File: src/rtl/anabellek_hakem.sv
// anabellek_hakem: two-requester round-robin arbiter in front of a single
// main-memory port. One transaction in flight at a time. A write completes
// when memory accepts it. A read completes when its response reaches the
// requester that owns it.
module anabellek_hakem #(
    parameter int ADRES_GENISLIK = 32,
    parameter int VERI_GENISLIK  = 128
) (
    input  logic                      clk_i,
    input  logic                      rst_i,

    // requester 0
    input  logic [ADRES_GENISLIK-1:0] k0_istek_adres_i,
    input  logic [VERI_GENISLIK-1:0]  k0_istek_veri_i,
    input  logic                      k0_istek_gecerli_i,
    input  logic                      k0_istek_yaz_i,
    output logic                      k0_istek_hazir_o,
    output logic [VERI_GENISLIK-1:0]  k0_cevap_veri_o,
    output logic                      k0_cevap_gecerli_o,
    input  logic                      k0_cevap_hazir_i,

    // requester 1
    input  logic [ADRES_GENISLIK-1:0] k1_istek_adres_i,
    input  logic [VERI_GENISLIK-1:0]  k1_istek_veri_i,
    input  logic                      k1_istek_gecerli_i,
    input  logic                      k1_istek_yaz_i,
    output logic                      k1_istek_hazir_o,
    output logic [VERI_GENISLIK-1:0]  k1_cevap_veri_o,
    output logic                      k1_cevap_gecerli_o,
    input  logic                      k1_cevap_hazir_i,

    // main memory
    output logic [ADRES_GENISLIK-1:0] anabellek_istek_adres_o,
    output logic [VERI_GENISLIK-1:0]  anabellek_istek_veri_o,
    output logic                      anabellek_istek_gecerli_o,
    output logic                      anabellek_istek_yaz_gecerli_o,
    input  logic                      anabellek_istek_hazir_i,
    input  logic [VERI_GENISLIK-1:0]  anabellek_cevap_veri_i,
    input  logic                      anabellek_cevap_gecerli_i,
    output logic                      anabellek_cevap_hazir_o
);

    typedef enum logic [1:0] {
        BOSTA = 2'd0,   // idle, waiting for a requester
        ISTEK = 2'd1,   // latched request presented to memory
        YANIT = 2'd2    // read issued, forwarding the response to the owner
    } durum_t;

    durum_t                    r_durum;
    durum_t                    w_durum_next;

    logic                      r_ptr;      // preferred requester on contention
    logic                      r_sahip;    // owner of the transaction in flight
    logic [ADRES_GENISLIK-1:0] r_adres;
    logic [VERI_GENISLIK-1:0]  r_veri;
    logic                      r_yaz;

    // Per-requester views so the per-requester logic can be generated
    logic [1:0]                w_gecerli;
    logic [1:0]                w_cevap_hazir;
    logic [1:0]                w_istek_hazir;
    logic [1:0]                w_cevap_gecerli;
    logic [VERI_GENISLIK-1:0]  w_cevap_veri [2];

    logic                      w_kazanan;
    logic                      w_kabul;
    logic                      w_mem_kabul;
    logic                      w_sahip_cevap_hazir;
    logic                      w_cevap_transfer;
    logic                      w_tamam;
    logic [ADRES_GENISLIK-1:0] w_sec_adres;
    logic [VERI_GENISLIK-1:0]  w_sec_veri;
    logic                      w_sec_yaz;

    assign w_gecerli     = {k1_istek_gecerli_i, k0_istek_gecerli_i};
    assign w_cevap_hazir = {k1_cevap_hazir_i, k0_cevap_hazir_i};

    // Winner: the only valid requester, or the pointer's choice when both are valid
    always_comb begin
        w_kazanan = 1'b0;
        if (&w_gecerli) begin
            w_kazanan = r_ptr;
        end else if (w_gecerli[1]) begin
            w_kazanan = 1'b1;
        end
    end

    // rst_i is folded in so that no ready is offered while reset is held.
    // The state register alone is not enough: it already reads BOSTA during reset.
    assign w_kabul     = rst_i && (r_durum == BOSTA) && (|w_gecerli);
    assign w_sec_adres = w_kazanan ? k1_istek_adres_i : k0_istek_adres_i;
    assign w_sec_veri  = w_kazanan ? k1_istek_veri_i  : k0_istek_veri_i;
    assign w_sec_yaz   = w_kazanan ? k1_istek_yaz_i   : k0_istek_yaz_i;

    assign w_mem_kabul         = (r_durum == ISTEK) && anabellek_istek_hazir_i;
    assign w_sahip_cevap_hazir = w_cevap_hazir[r_sahip];
    assign w_cevap_transfer    = (r_durum == YANIT) && anabellek_cevap_gecerli_i
                                 && w_sahip_cevap_hazir;
    assign w_tamam             = (w_mem_kabul && r_yaz) || w_cevap_transfer;

    // Per-requester grant and response routing; only the owner sees a response
    genvar gi;
    generate
        for (gi = 0; gi < 2; gi++) begin : g_istekci
            assign w_istek_hazir[gi]   = w_kabul && (w_kazanan == 1'(gi));
            assign w_cevap_gecerli[gi] = (r_durum == YANIT) && (r_sahip == 1'(gi))
                                         && anabellek_cevap_gecerli_i;
            assign w_cevap_veri[gi]    = ((r_durum == YANIT) && (r_sahip == 1'(gi)))
                                         ? anabellek_cevap_veri_i
                                         : '0;
        end
    endgenerate

    assign k0_istek_hazir_o   = w_istek_hazir[0];
    assign k1_istek_hazir_o   = w_istek_hazir[1];
    assign k0_cevap_gecerli_o = w_cevap_gecerli[0];
    assign k1_cevap_gecerli_o = w_cevap_gecerli[1];
    assign k0_cevap_veri_o    = w_cevap_veri[0];
    assign k1_cevap_veri_o    = w_cevap_veri[1];

    // Memory side: present the latched payload only while a request is pending
    assign anabellek_istek_gecerli_o     = (r_durum == ISTEK);
    assign anabellek_istek_yaz_gecerli_o = (r_durum == ISTEK) && r_yaz;
    assign anabellek_istek_adres_o       = (r_durum == ISTEK) ? r_adres : '0;
    assign anabellek_istek_veri_o        = (r_durum == ISTEK) ? r_veri  : '0;
    assign anabellek_cevap_hazir_o       = (r_durum == YANIT) && w_sahip_cevap_hazir;

    // Next-state logic; a write never waits for a response
    always_comb begin
        w_durum_next = r_durum;
        case (r_durum)
            BOSTA: begin
                if (w_kabul) begin
                    w_durum_next = ISTEK;
                end
            end
            ISTEK: begin
                if (w_mem_kabul) begin
                    w_durum_next = r_yaz ? BOSTA : YANIT;
                end
            end
            YANIT: begin
                if (w_cevap_transfer) begin
                    w_durum_next = BOSTA;
                end
            end
            default: w_durum_next = BOSTA;
        endcase
    end

    // State register
    always_ff @(posedge clk_i or negedge rst_i) begin
        if (!rst_i) begin
            r_durum <= BOSTA;
        end else begin
            r_durum <= w_durum_next;
        end
    end

    // Round-robin pointer hands priority to the other requester after each completion
    always_ff @(posedge clk_i or negedge rst_i) begin
        if (!rst_i) begin
            r_ptr <= 1'b0;
        end else if (w_tamam) begin
            r_ptr <= ~r_sahip;
        end
    end

    // Holding registers capture the winner's request on the accept edge
    always_ff @(posedge clk_i or negedge rst_i) begin
        if (!rst_i) begin
            r_sahip <= 1'b0;
            r_adres <= '0;
            r_veri  <= '0;
            r_yaz   <= 1'b0;
        end else if (w_kabul) begin
            r_sahip <= w_kazanan;
            r_adres <= w_sec_adres;
            r_veri  <= w_sec_veri;
            r_yaz   <= w_sec_yaz;
        end
    end

endmodule

File: config.mk
export PLATFORM = sky130hd
export DESIGN_NAME = anabellek_hakem
export DESIGN_NICKNAME = d
export VERILOG_FILES = /design/src/rtl/anabellek_hakem.sv
export SDC_FILE = /design/constraint.sdc
export NUM_CORES = 1
export LEC_CHECK = 0
export CORE_AREA = 2 2 342 344
export CTS_CLUSTER_SIZE = 14
export DETAILED_ROUTE_END_ITERATION = 8
export DIE_AREA = 0 0 344 346
export PLACE_DENSITY = 0.3
export SYNTH_ARGS = -nofsm -noshare
export SYNTH_HDL_FRONTEND = slang
export SYNTH_SLANG_ARGS = --single-unit
export TNS_END_PERCENT = 50
File: constraint.sdc
create_clock -name clk_i -period 4.37 [get_ports clk_i]
set_clock_uncertainty 0.1 [all_clocks]
set_input_delay 0.6555 -clock clk_i [delete_from_list [all_inputs] [get_ports clk_i]]
set_output_delay 0.6555 -clock clk_i [all_outputs]
set_load 0.1 [all_outputs]
Word level (Yosys, flattened, before mapping)

Cells that the tools add are included.

Register bits after elaboration: 165
Bits in latches: 0
RAM bits: 0
Memory bits (read-only): 0
Bits of input ports: 458
Word-level logic and storage cells: 49
Memories kept: 0

$add $sub $neg: 0
Multipliers: 0
Div/mod/pow operators: 0
$lt $le $gt $ge: 1
Equality and inequality tests: 5
Shift operators: 0
Muxes and demuxes: 16
Bitwise logic cells: 2
Reduce and logical (&&, ||, !) cells: 19

Operator list:

| cell                                                        | count |
|---|---|
| two-way mux 128 bit                                         | 4 |
| two-way mux 32 bit                                          | 2 |
| logical AND 1 bit                                           | 14 |
| two-way mux 2 bit                                           | 4 |
| case mux 2 bit (3 select lines)                             | 1 |
| two-way mux 1 bit                                           | 5 |
| inequality test 2 bit (second input constant)               | 2 |
| AND reduction 3 bit                                         | 1 |
| == test 2 x 1 -> 1 bit (second input constant)              | 1 |
| == test 2 bit (second input constant)                       | 1 |
| logical NOT 2 bit                                           | 1 |
| less-than comparator 1 x 2 -> 1 bit (second input constant) | 1 |
| inequality test 2 x 1 -> 1 bit (second input constant)      | 1 |
| NOT 1 bit                                                   | 2 |
| AND reduction 2 bit                                         | 1 |
| OR reduction 2 bit                                          | 1 |
| logical OR 1 bit                                            | 1 |

Logic depth before layout (Yosys ltp)

Word-level depth: 5
Depth in mapped cells: 6

Worst setup path after synthesis

Ideal clock, no wire load.

Path type: input -> output
Start point: input rst_i
End point: output k1_istek_hazir_o
Arrival: 3631 ps
Data required time: 3614 ps
Path slack: -16 ps
Cell stages on the path: 5
Buffers on the path: 3
Cell sequence: or3b_1 -> buf_2 -> buf_6 -> buf_6 -> nor3b_1

Cells in the longest elaborated chain, start to end: 3

RTL lines:

| element                        | RTL line | RTL |
|---|---|---|
| from (decl)                    | 10       | `input logic rst_i,` |
| logical AND 1 bit (2 in a row) | 90       | `assign w_kabul = rst_i && (r_durum == BOSTA) && (\|w_gecerli);` |
| logical AND 1 bit              | 105      | `assign w_istek_hazir[gi] = w_kabul && (w_kazanan == 1'(gi));` |
| to (decl)                      | 27       | `output logic k1_istek_hazir_o,` |

Every way passes these cells.

Worst setup path in the final report

Start point: register r_durum[0]
End point: output k1_cevap_veri_o[80]

Cells in the longest elaborated chain, start to end: 3

RTL lines:

| element                | RTL line | RTL |
|---|---|---|
| from (decl)            | 49       | `durum_t r_durum;` |
| from (signal assigned) | 156      | `r_durum <= w_durum_next;` |
| == test 2 bit          | 108      | `assign w_cevap_veri[gi] = ((r_durum == YANIT) && (r_sahip == 1'(gi)))` |
| logical AND 1 bit      | 108      |  |
| two-way mux 128 bit    | 109      | `? anabellek_cevap_veri_i` |
| to (decl)              | 28       | `output logic [VERI_GENISLIK-1:0] k1_cevap_veri_o,` |

Every way passes these cells.

==> flow_metrics.tcl <==
set metrics [dict create \
    outcome "completed" \
    final_layout_size_suffix_gt1_frac 0.279 \
    drv.max_cap_violation_count 0 \
    final.period_utilization 0.821 \
    gpl.final_weighted_congestion 0.863 \
    sum_of_overflow_across_all_layers_after_global_routing 0 \
    synth_cell_types 25 \
    finalWorstPathRequiredPeriod_ns 3.59 \
    maxSlewViolCount 0 \
    initial_core_utilization 0.0947 \
    syn_area_per_cell_um2 8.91 \
    setup_repair_after_global_routing_missed_its_margin "false" \
    worstRegToRegCells 4 \
    clock_tree_from_tritoncts "yes" \
    yosysWarningCount 0 \
    timing.final.ws_setup_ns 0.781 \
    slew_headroom 0.354 \
    number_of_remaining_drc_errors 0 \
    number_of_vias_in_the_routed_layout 12900 \
    hold_violations 0 \
    cell_area_power_density_mw_per_mm2 734 \
    wire_length_of_the_first_global_routing_pass_um 121000 \
    whs_path_depth 1 \
    worstPathArrival_ns 2.83 \
    clock_sink_count 165 \
    worstHoldPathType "reg -> reg" \
    area_delta_synth_final_pct 92.0 \
    cell_area_after_synthesis_mm2 0.0109 \
    tightestPinTransition_ns 0.969 \
    cts-root-to-sink-buffers 2 \
    route.antenna.remaining_nets 0 \
    deepest_level_of_the_cts_h_tree 4 \
    ys_ff_latch 165 \
    setup_viol_count_final 0 \
    place_inst 3517 \
    finish.net_count 2471 \
    leakage_nw 8.94 \
    numCtsBuffers 17 \
    final_core_util 0.182 \
    dr.first_iter.drc_count 556 \
    routed_via_density 3.61 \
    die_x_um 344 \
    layout_common_cells "455 x clkdlybuf4s50_1, 431 x buf_4, 419 x and2_1, 165 x dfrtp_1, 163 x nand2_1" \
    final-instance-count-excl-fill 3564 \
    num_rows 125 \
    die-area_mm2 0.119 \
    endpoint_kind "output pin" \
    ir_worst_vdd_v 0.000325 \
    preCtsSetupSlack_ns 1.22 \
    setup_total_negative_slack_ns 0 \
    antenna_found_initial 25 \
    wl_per_cell_um 25.7 \
    synth-seq-area-share 0.378 \
    commonest_non_fill_non_tap_cell_in_the_layout "clkdlybuf4s50_1" \
    category_of_the_critical_setup_timing_path "reg -> out" \
    combined_global_route_utilization_of_all_metal_layers 0.148 \
    post_cts_resize_count 0 \
    grt_max_degree 131 \
    synthCells 1227 \
    pin_count 881 \
    insertion_delay_of_the_later_clocked_pin_in_the_worst_skew_pair_ns 0.49 \
    root_buffer "clkbuf_16" \
    finalWirelength_um 91600 \
    place_hpwl_um 71800 \
    firstDrtPassIters 5 \
    clkTransAtPathRegs_ns 0.08 \
    crit_fanout 40 \
    core_area_mm2 0.115 \
    first_global_vias 13800 \
    filler_cell_count 13000 \
    die_height_um 346 \
    startpoint_type "flop" \
    worst_ep_required_time_ns 3.61 \
    timing.fmax_ghz 0.279 \
    synth_nets 1685 \
    number_of_i_o_port_buffers 880 \
]
cells in the mapped netlist:
| master | instances | area, um^2 |
|---|---|---|
| clkinv_1 | 1 | 3.75 |
| a21oi_1 | 1 | 5.00 |
| and3_1 | 1 | 6.26 |
| o32ai_1 | 1 | 8.76 |
| o21ai_0 | 3 | 15.0 |
| nand3_1 | 1 | 5.00 |
| or3b_1 | 1 | 8.76 |
| nand2b_1 | 2 | 12.5 |
| nor3_2 | 79 | 791 |
| mux2i_1 | 1 | 10.0 |
| buf_6 | 9 | 101 |
| nand2_1 | 163 | 612 |
| buf_2 | 32 | 160 |
| clkbuf_1 | 84 | 315 |
| inv_1 | 2 | 7.51 |
| dfrtp_1 | 165 | 4130 |
| nor3b_1 | 4 | 30.0 |
| or3_1 | 1 | 6.26 |
| buf_1 | 10 | 37.5 |
| nor2_1 | 2 | 7.51 |
| nor3_1 | 82 | 410 |
| nor2b_1 | 1 | 6.26 |
| and2_1 | 419 | 2620 |
| a221o_1 | 161 | 1610 |
| o211ai_1 | 1 | 7.51 |
layout make-up:
cell class	instances	area [um^2]	area share
diodes	15	37.5	0.00179
repair buffers	902	8090	0.385
inverters	3	13.8	0.000656
multi-input cells	924	6220	0.296
well taps	1524	1910	0.0909
clock inverters	11	124	0.00590
flip-flops and latches	165	4130	0.197
clock buffers	20	467	0.0222
repair_timing:
item,in CTS,in global routing
hold buffers,1,0
buffers inserted,0,0
hold endpoints to repair,20,0
cells by family after synthesis:
family,Yosys count,share of synthesized area
AND/OR/NAND/NOR,756,0.413
multiplexers,1,0.000916
buffers and inverters,138,0.0572
flip-flops,165,0.378
AO/OA/AOI/OAI,167,0.151
per-layer routing:
metal  vias to the layer above  global-route usage  routed length [um]
li1                       5864                   -                   -
met1                      6399               0.159               33900
met2                       534               0.275               49300
met3                        65              0.0349                5670
met4                         6              0.0594                2730
met5                         -                   0                  41
stage by stage:
step | power [mW] | instance area [um^2] | hold slack, ns
after floorplan | 10.7 | 10900 | 0.260
after global placement | 13.9 | 20300 | 0.388
after detailed placement | 13.9 | 20300 | 0.386
after CTS | 15.7 | 20900 | 0.411
after global routing | 16.1 | 21000 | 0.419
final | 15.4 | 21000 | 0.405
critical path: stages, from the launching register on:
cell and delay (ns):
dfrtp_1 0.44, nand2b_1 0.25, nor2_4 0.72, buf_4 0.39, and2_1 0.19, buf_4 0.29
power by group:
| group | internal, mW | leakage (nW) | switching, mW |
|---|---|---|---|
| Clock | 0.887 | 0.290 | 0.799 |
| Sequential | 2.25 | 2.05 | 0.453 |
| Combinational | 2.61 | 6.60 | 8.41 |
sequential cells by signal, indices dropped and copies added, names as in the netlist:
name / cells
r_yaz: 1
r_ptr: 1
r_veri: 128
r_durum: 2
r_adres: 32
r_sahip: 1
final timing paths:
kind | from | endpoint | slack [ns]
setup / recovery | r_durum[0]$_DFFE_PN0P_ | k1_cevap_veri_o[80] | 0.78
hold / removal | r_veri[93]$_DFFE_PN0P_ | r_veri[93]$_DFFE_PN0P_ | 0.40
setup reg to reg | r_durum[0]$_DFFE_PN0P_ | r_veri[121]$_DFFE_PN0P_ | 1.83
hold reg to reg | r_veri[93]$_DFFE_PN0P_ | r_veri[93]$_DFFE_PN0P_ | 0.40
max in group asynchronous | rst_i | r_veri[61]$_DFFE_PN0P_ | 2.50
min in group asynchronous | rst_i | r_adres[6]$_DFFE_PN0P_ | 0.51
Power figures use the tool's default switching activity.
